--- config.mk ---
export PLATFORM = sky130hd
export DESIGN_NAME = find_max_pipe
export DESIGN_NICKNAME = d
export VERILOG_FILES = /design/src/rtl/find_max_pipe.sv
export SDC_FILE = /design/constraint.sdc
export NUM_CORES = 2
export LEC_CHECK = 0
export CORE_AREA = 2 2 419 421
export DETAILED_ROUTE_END_ITERATION = 10
export DIE_AREA = 0 0 421 423
export DONT_BUFFER_PORTS = 1
export PLACE_DENSITY = 0.59
export SLEW_MARGIN = 20
export SYNTH_ARGS = -nofsm -noshare
export SYNTH_HDL_FRONTEND = slang
export SYNTH_SLANG_ARGS = --single-unit
--- constraint.sdc ---
create_clock -name clk -period 2.4 [get_ports clk]
set_input_delay 0.48 -clock clk [delete_from_list [all_inputs] [get_ports clk]]
set_output_delay 0.48 -clock clk [all_outputs]
set_load 0.01 [all_outputs]
--- src/rtl/find_max_pipe.sv ---
// find_max_pipe: pipelined binary-tree maximum search over a packed vector.
// Define FIND_MAX_INDEX_EN to carry per-stage index registers and drive index_out.
module find_max_pipe #(
    parameter int DATA_WIDTH = 32,
    parameter int NUM_INPUTS = 32,
    parameter int SIGNED     = 0
) (
    input  logic                             clk,
    input  logic                             rst_n,
    input  logic                             in_valid,
    output logic                             in_ready,
    input  logic [NUM_INPUTS*DATA_WIDTH-1:0] data_in,
    output logic                             out_valid,
    input  logic                             out_ready,
    output logic [DATA_WIDTH-1:0]            data_out,
    output logic [$clog2(NUM_INPUTS)-1:0]    index_out
);

    localparam int LOG2N = $clog2(NUM_INPUTS);
    localparam int NODES = NUM_INPUTS - 1;

    logic                  en;
    logic [LOG2N-1:0]      vld_q;
    logic [DATA_WIDTH-1:0] in_val [NUM_INPUTS];
    logic [DATA_WIDTH-1:0] val_d  [NODES];
    logic [DATA_WIDTH-1:0] val_q  [NODES];
`ifdef FIND_MAX_INDEX_EN
    logic [LOG2N-1:0]      idx_d  [NODES];
    logic [LOG2N-1:0]      idx_q  [NODES];
`endif

    function automatic logic greater(input logic [DATA_WIDTH-1:0] a,
                                     input logic [DATA_WIDTH-1:0] b);
        if (SIGNED != 0) return $signed(a) > $signed(b);
        return a > b;
    endfunction

    always_comb begin
        for (int unsigned i = 0; i < NUM_INPUTS; i++)
            in_val[i] = data_in[(NUM_INPUTS-i)*DATA_WIDTH-1 -: DATA_WIDTH];
    end

    // Tree nodes are packed stage by stage into one flat array: stage k starts
    // at NUM_INPUTS - (NUM_INPUTS >> k) and holds NUM_INPUTS >> (k+1) entries.
    for (genvar k = 0; k < LOG2N; k++) begin : g_stage
        localparam int M    = NUM_INPUTS >> (k + 1);
        localparam int BASE = NUM_INPUTS - (NUM_INPUTS >> k);
        for (genvar j = 0; j < M; j++) begin : g_node
            logic [DATA_WIDTH-1:0] a_val;
            logic [DATA_WIDTH-1:0] b_val;
            logic                  take_b;
`ifdef FIND_MAX_INDEX_EN
            logic [LOG2N-1:0]      a_idx;
            logic [LOG2N-1:0]      b_idx;
`endif
            if (k == 0) begin : g_leaf
                assign a_val = in_val[j];
                assign b_val = in_val[j + M];
`ifdef FIND_MAX_INDEX_EN
                assign a_idx = LOG2N'(j);
                assign b_idx = LOG2N'(j + M);
`endif
            end else begin : g_inner
                localparam int PREV = NUM_INPUTS - (NUM_INPUTS >> (k - 1));
                assign a_val = val_q[PREV + j];
                assign b_val = val_q[PREV + j + M];
`ifdef FIND_MAX_INDEX_EN
                assign a_idx = idx_q[PREV + j];
                assign b_idx = idx_q[PREV + j + M];
`endif
            end
`ifdef FIND_MAX_INDEX_EN
            // Upper-half entry may already hold a lower index, so ties compare indices.
            assign take_b = greater(b_val, a_val) || ((b_val == a_val) && (b_idx < a_idx));
            assign idx_d[BASE + j] = take_b ? b_idx : a_idx;
`else
            assign take_b = greater(b_val, a_val);
`endif
            assign val_d[BASE + j] = take_b ? b_val : a_val;
        end
    end

    always_ff @(posedge clk or negedge rst_n) begin
        if (!rst_n) begin
            vld_q <= '0;
            for (int unsigned i = 0; i < NODES; i++) begin
                val_q[i] <= '0;
`ifdef FIND_MAX_INDEX_EN
                idx_q[i] <= '0;
`endif
            end
        end else if (en) begin
            vld_q[0] <= in_valid;
            for (int unsigned k = 1; k < LOG2N; k++)
                vld_q[k] <= vld_q[k-1];
            val_q <= val_d;
`ifdef FIND_MAX_INDEX_EN
            idx_q <= idx_d;
`endif
        end
    end

    assign out_valid = vld_q[LOG2N-1];
    assign en        = !(out_valid && !out_ready);
    assign in_ready  = en;
    assign data_out  = val_q[NODES-1];
`ifdef FIND_MAX_INDEX_EN
    assign index_out = idx_q[NODES-1];
`else
    assign index_out = '0;
`endif

endmodule

# ---- After elaboration in Yosys (flattened, before gate mapping)
# Cells that the tools add are included.
dict set report word_totals {
  ff_bits 997
  in_bits 1028
  out_inout_bits 39
  wordCells 97
}
dict set report op_classes {
  order_cmp 31
  mux 31
  n_reduce_logical 3
}
# cell count
set ops {}
lappend ops {{$gt A32 B32 Y1} 31}
lappend ops {{$mux W32} 31}
lappend ops {{$logic_not A1 Y1} 2}
lappend ops {{$logic_and A1 B1 Y1} 1}

# ---- Logic depth before layout (Yosys ltp)
dict set report depth {
  ltp_word 3
  mapped_depth 10
  mapped_depth_nobuf 8
}

# ---- Worst setup path after synthesis
# OpenSTA, ideal clock, no wires.
dict set report synth_timing {
  path_type {in2reg}
  startpoint {input data_in[617]}
  endpoint {register val_q, in the netlist g_stage[1].g_node[4].b_val[10]}
  setup_time_ps 129
  arrival_ps 2137
  required_time_ps 2271
  slack_ps 133
  cell_stages 10
  path_buffers 2
  cell_sequence {inv_1 > ha_1 > a21o_1 > nand3_1 > a21oi_1 > or4b_1 > buf_2 > buf_6 > o2111ai_1 > nand3_1}
}
dict set report synth_between {
  elab_chain_cells 2
}
# item line
set synth_rtl {}
lappend synth_rtl {{start: declaration} 12} ;# input logic [NUM_INPUTS*DATA_WIDTH-1:0] data_in,
lappend synth_rtl {{$gt A32 B32 Y1} 35} ;# return a > b;
lappend synth_rtl {{$mux W32} 79} ;# assign val_d[BASE + j] = take_b ? b_val : a_val;
lappend synth_rtl {{end signal: assignment} 96} ;# val_q <= val_d;
lappend synth_rtl {{end: declaration} 26} ;# logic [DATA_WIDTH-1:0] val_q [NODES];
# Every way passes these cells.
# A chain may end at the register's enable or synchronous reset.

# ---- Worst setup path after layout
dict set report layout_timing {
  startpoint {register val_q, in the netlist g_stage[1].g_node[4].b_val[8]}
  endpoint {register val_q, in the netlist g_stage[2].g_node[0].b_val[20]}
}
dict set report layout_between {
  elab_chain_cells 2
}
# item line
set layout_rtl {}
lappend layout_rtl {{$gt A32 B32 Y1} 35}
lappend layout_rtl {{$mux W32} 79}
# Every way passes these cells.

==> results.json <==
{
  "status": "complete, but fails checks",
  "violations": "hold timing, setup timing",
  "worst_ep_required_time_ns": 3.00,
  "cp_max_fo": 5,
  "rsz0062_at_grt": "true",
  "crit_path_top_delay_cell": "dfrtp_1",
  "dp.cells": 12100,
  "drtAntennaViolNets": 0,
  "nFillCells": 14700,
  "start_kind": "register",
  "clkPwrFrac_pct": 15.2,
  "regArea_um2": 25000,
  "detail_route.wl_per_cell_um": 28.6,
  "cts_tree": "yes",
  "holdBufCountCts": 1017,
  "dieArea_um2": 178000,
  "num_vias": 86700,
  "power.density_nw_per_um2": 1210,
  "end_kind": "register",
  "grt_start_max_net_pins": 206,
  "dr.pass1.iters": 6,
  "antenna_found_initial": 75,
  "syn_area_per_cell_um2": 8.64,
  "areaGrowthSynthToFinish_pct": 39.5,
  "nNetsFinal": 13100,
  "fin_setup_tns_ns": -27.75,
  "synthFlopType": "dfrtp_1",
  "finalWorstSetupSlack_ns": -0.332,
  "layout_commonest_cell": "nand2_1",
  "hold_path_class": "primary input to asynchronous set/reset pin",
  "ctsHtreeMaxLevel": 3,
  "swShare_pct": 46.3,
  "die_w_um": 421,
  "clock.fmax_mhz": 366,
  "finClkSkew_ns": 0.0448,
  "grt_util_all_layers_pct": 42.4,
  "grt_pass1_wl_um": 569000,
  "stdcell_count": 13600,
  "gp_congestion": 1.07,
  "tightest_slew_ns": 1.00,
  "slowest_delay_ns": 0.42,
  "peakVddDrop_uv": 873,
  "fin_crit_ns": 2.73,
  "dpl.hpwl_um": 295000,
  "multi_input_area_um2": 48800,
  "io_pins": 1067,
  "path_class": "register to register",
  "initial_utilization_pct": 45.4,
  "synth_async_sr_flop_share_pct": 100,
  "slew_headroom_pct": 31.4,
  "viasPerCell": 6.36,
  "cts_buffer_depth": 3,
  "overflow": 0,
  "power.share.sequential_pct": 23.0,
  "cp_data_arrival_time_ns": 3.34,
  "combPwrFrac_pct": 61.8,
  "r2r-start": "g_stage[1].g_node[4].b_val[8]",
  "layout_common_cells": "nand2_1, buf_4, dlygate4sd3_1",
  "worstPathCellList": "ha_1 -> nand4_1 -> buf_4 -> nor4_4 -> buf_4 -> o2bb2ai_4 -> buf_6 -> buf_6 -> o2111ai_4 -> o211ai_1",
  "p_sw_w": 0.0617,
  "drtIter0Drc": 9662,
  "drc": 0,
  "hold_slack_ns": -0.604,
  "r2r_setup_slack_ns": -0.33,
  "cts-buffers-inserted": 119,
  "cts.sinks": 997,
  "yosysSeqAreaShare_pct": 31.7,
  "clock-root-buffer": "clkbuf_16",
  "drive_gt1_share_pct": 21.2,
  "r2r_end": "g_stage[2].g_node[0].b_val[20]",
  "clk_latency_ns": 0.80,
  "synth_edf_count": 0,
  "coreArea_um2": 173000,
  "yosys_warnings": 0,
  "maxCapViolations": 0,
  "power.leakage_nw": 49.7,
  "power_w": 0.133,
  "hold_violations": 280,
  "fp.dieH_um": 423,
  "routed_wl_um": 391000,
  "cell_internal_pwr_w": 0.0715,
  "synth_seq_cells": 997,
  "netlist_area_um2": 78700,
  "io_buffers": 0,
  "reg2reg_depth": 10,
  "min_period_over_period_pct": 114,
  "clkTransAtPathRegs_ns": 0.06,
  "setup_viol_count_final": 364,
  "synth_cell_types": 60,
  "drv_slew": 0,
  "netlist_instances": 9111,
  "grt_pass1_vias": 85800,
  "num_rows": 153
}
## per-stage QoR
stage / worst slack (ns) / hold WS (ns) / utilization [%] / instance area, um2
after global placement: -1.40 / 0.186 / 52.5 / 90900
after CTS: -0.341 / -0.657 / 62.8 / 109000
after floorplan: 0.133 / 0.184 / - / 78700
after detailed placement: -1.50 / 0.186 / 52.5 / 91000
after global routing: -0.352 / -0.648 / 63.3 / 110000
final: -0.332 / -0.604 / 63.4 / 110000
## synth_stat cells (7+ instances only)
cell type,number,area [um2]
nor2_1,132,495
dfrtp_1,997,24900
inv_1,1026,3850
o211ai_1,804,6040
o221ai_2,10,150
o31ai_1,19,143
a21o_1,29,218
buf_1,17,63.8
o211ai_2,222,2780
a2111oi_0,7,61.3
buf_6,48,541
o21a_2,17,149
a21boi_0,22,165
o21ai_0,73,365
o2111ai_1,800,7010
a2111oi_2,20,300
o221ai_1,32,280
buf_2,204,1020
nor3_1,11,55.1
a21oi_1,301,1510
nand4_1,466,2920
o21a_1,58,435
nand2b_1,20,125
clkbuf_1,443,1660
a2111oi_4,17,468
nor4_1,56,350
nor2b_1,36,225
o2bb2ai_2,15,225
nand2_1,1671,6270
a31oi_1,33,206
a211oi_1,101,758
buf_4,22,165
o31a_1,25,219
ha_1,992,12400
nand3_1,295,1480
## worst max path at each step
stage          slack (ns)                              to                          start
2_1_floorplan        0.13  g_stage[1].g_node[4].b_val[10]                   data_in[617]
6_report            -0.33  g_stage[2].g_node[0].b_val[20]  g_stage[1].g_node[4].b_val[8]
4_1_cts             -0.34   g_stage[2].g_node[2].b_val[4]  g_stage[1].g_node[6].a_val[1]
3_3_place_gp        -1.40  g_stage[3].g_node[0].a_val[16]                          rst_n
3_5_place_dp        -1.50  g_stage[2].g_node[0].a_val[28]                          rst_n
5_1_grt             -0.35  g_stage[2].g_node[2].b_val[15]  g_stage[1].g_node[6].a_val[8]
## sequential cells by signal (all words and copies together), names as in the netlist
register	flops
vld_q	5
data_out	32
g_stage.g_node.b_val	480
g_stage.g_node.a_val	480
## routing by layer
metal	up-vias	wire (um)	GRT usage, %
li1	38300	-	-
met1	42300	155000	53.8
met2	4717	171000	65.0
met3	1421	34300	9.71
met4	22	30100	27.2
met5	-	160	0
## cell type report
type                    instances  area share, %
flip-flops and latches        997           22.8
well taps                    2325           2.65
clock buffers                 145           2.95
repair buffers               2594           22.4
diodes                        122          0.278
inverters                    1027           3.52
clock inverters                82          0.988
multi-input cells            6356           44.5
## power by group through the flow
stage          registers [W]  clock network [W]  logic (W)
2_1_floorplan         0.0277                  0     0.0392
3_3_place_gp          0.0303                  0     0.0681
3_5_place_dp          0.0304                  0     0.0693
4_1_cts               0.0303             0.0203     0.0789
5_1_grt               0.0311             0.0210     0.0880
6_report              0.0306             0.0202     0.0824
## cell families after synthesis
group           synth area share [%]
other cells                  0.00477
simple gates                    15.4
flops                           31.7
buf+inv                         9.29
fa+ha+maj                       15.8
compound gates                  27.9
## worst max-delay path: cells and delay by family (launching register included)
kind / cells / cell delay (ns)
buffers and inverters: 4 / 0.70
AO/OA/AOI/OAI: 3 / 0.66
AND/OR/NAND/NOR: 2 / 0.48
flip-flops: 1 / 0.42
adder cells (fa/ha/maj): 1 / 0.31
## what timing repair did
| item | CTS | global route |
|---|---|---|
| gates cloned | 25 | 1 |
| pin swaps | 242 | 63 |
| resized for setup | 355 | 69 |
| hold endpoints to repair | 793 | 280 |
| setup buffers | 86 | 29 |
| endpoints found under the setup margin | 530 | 671 |
Note: power is estimated with default switching activity, not from simulation.
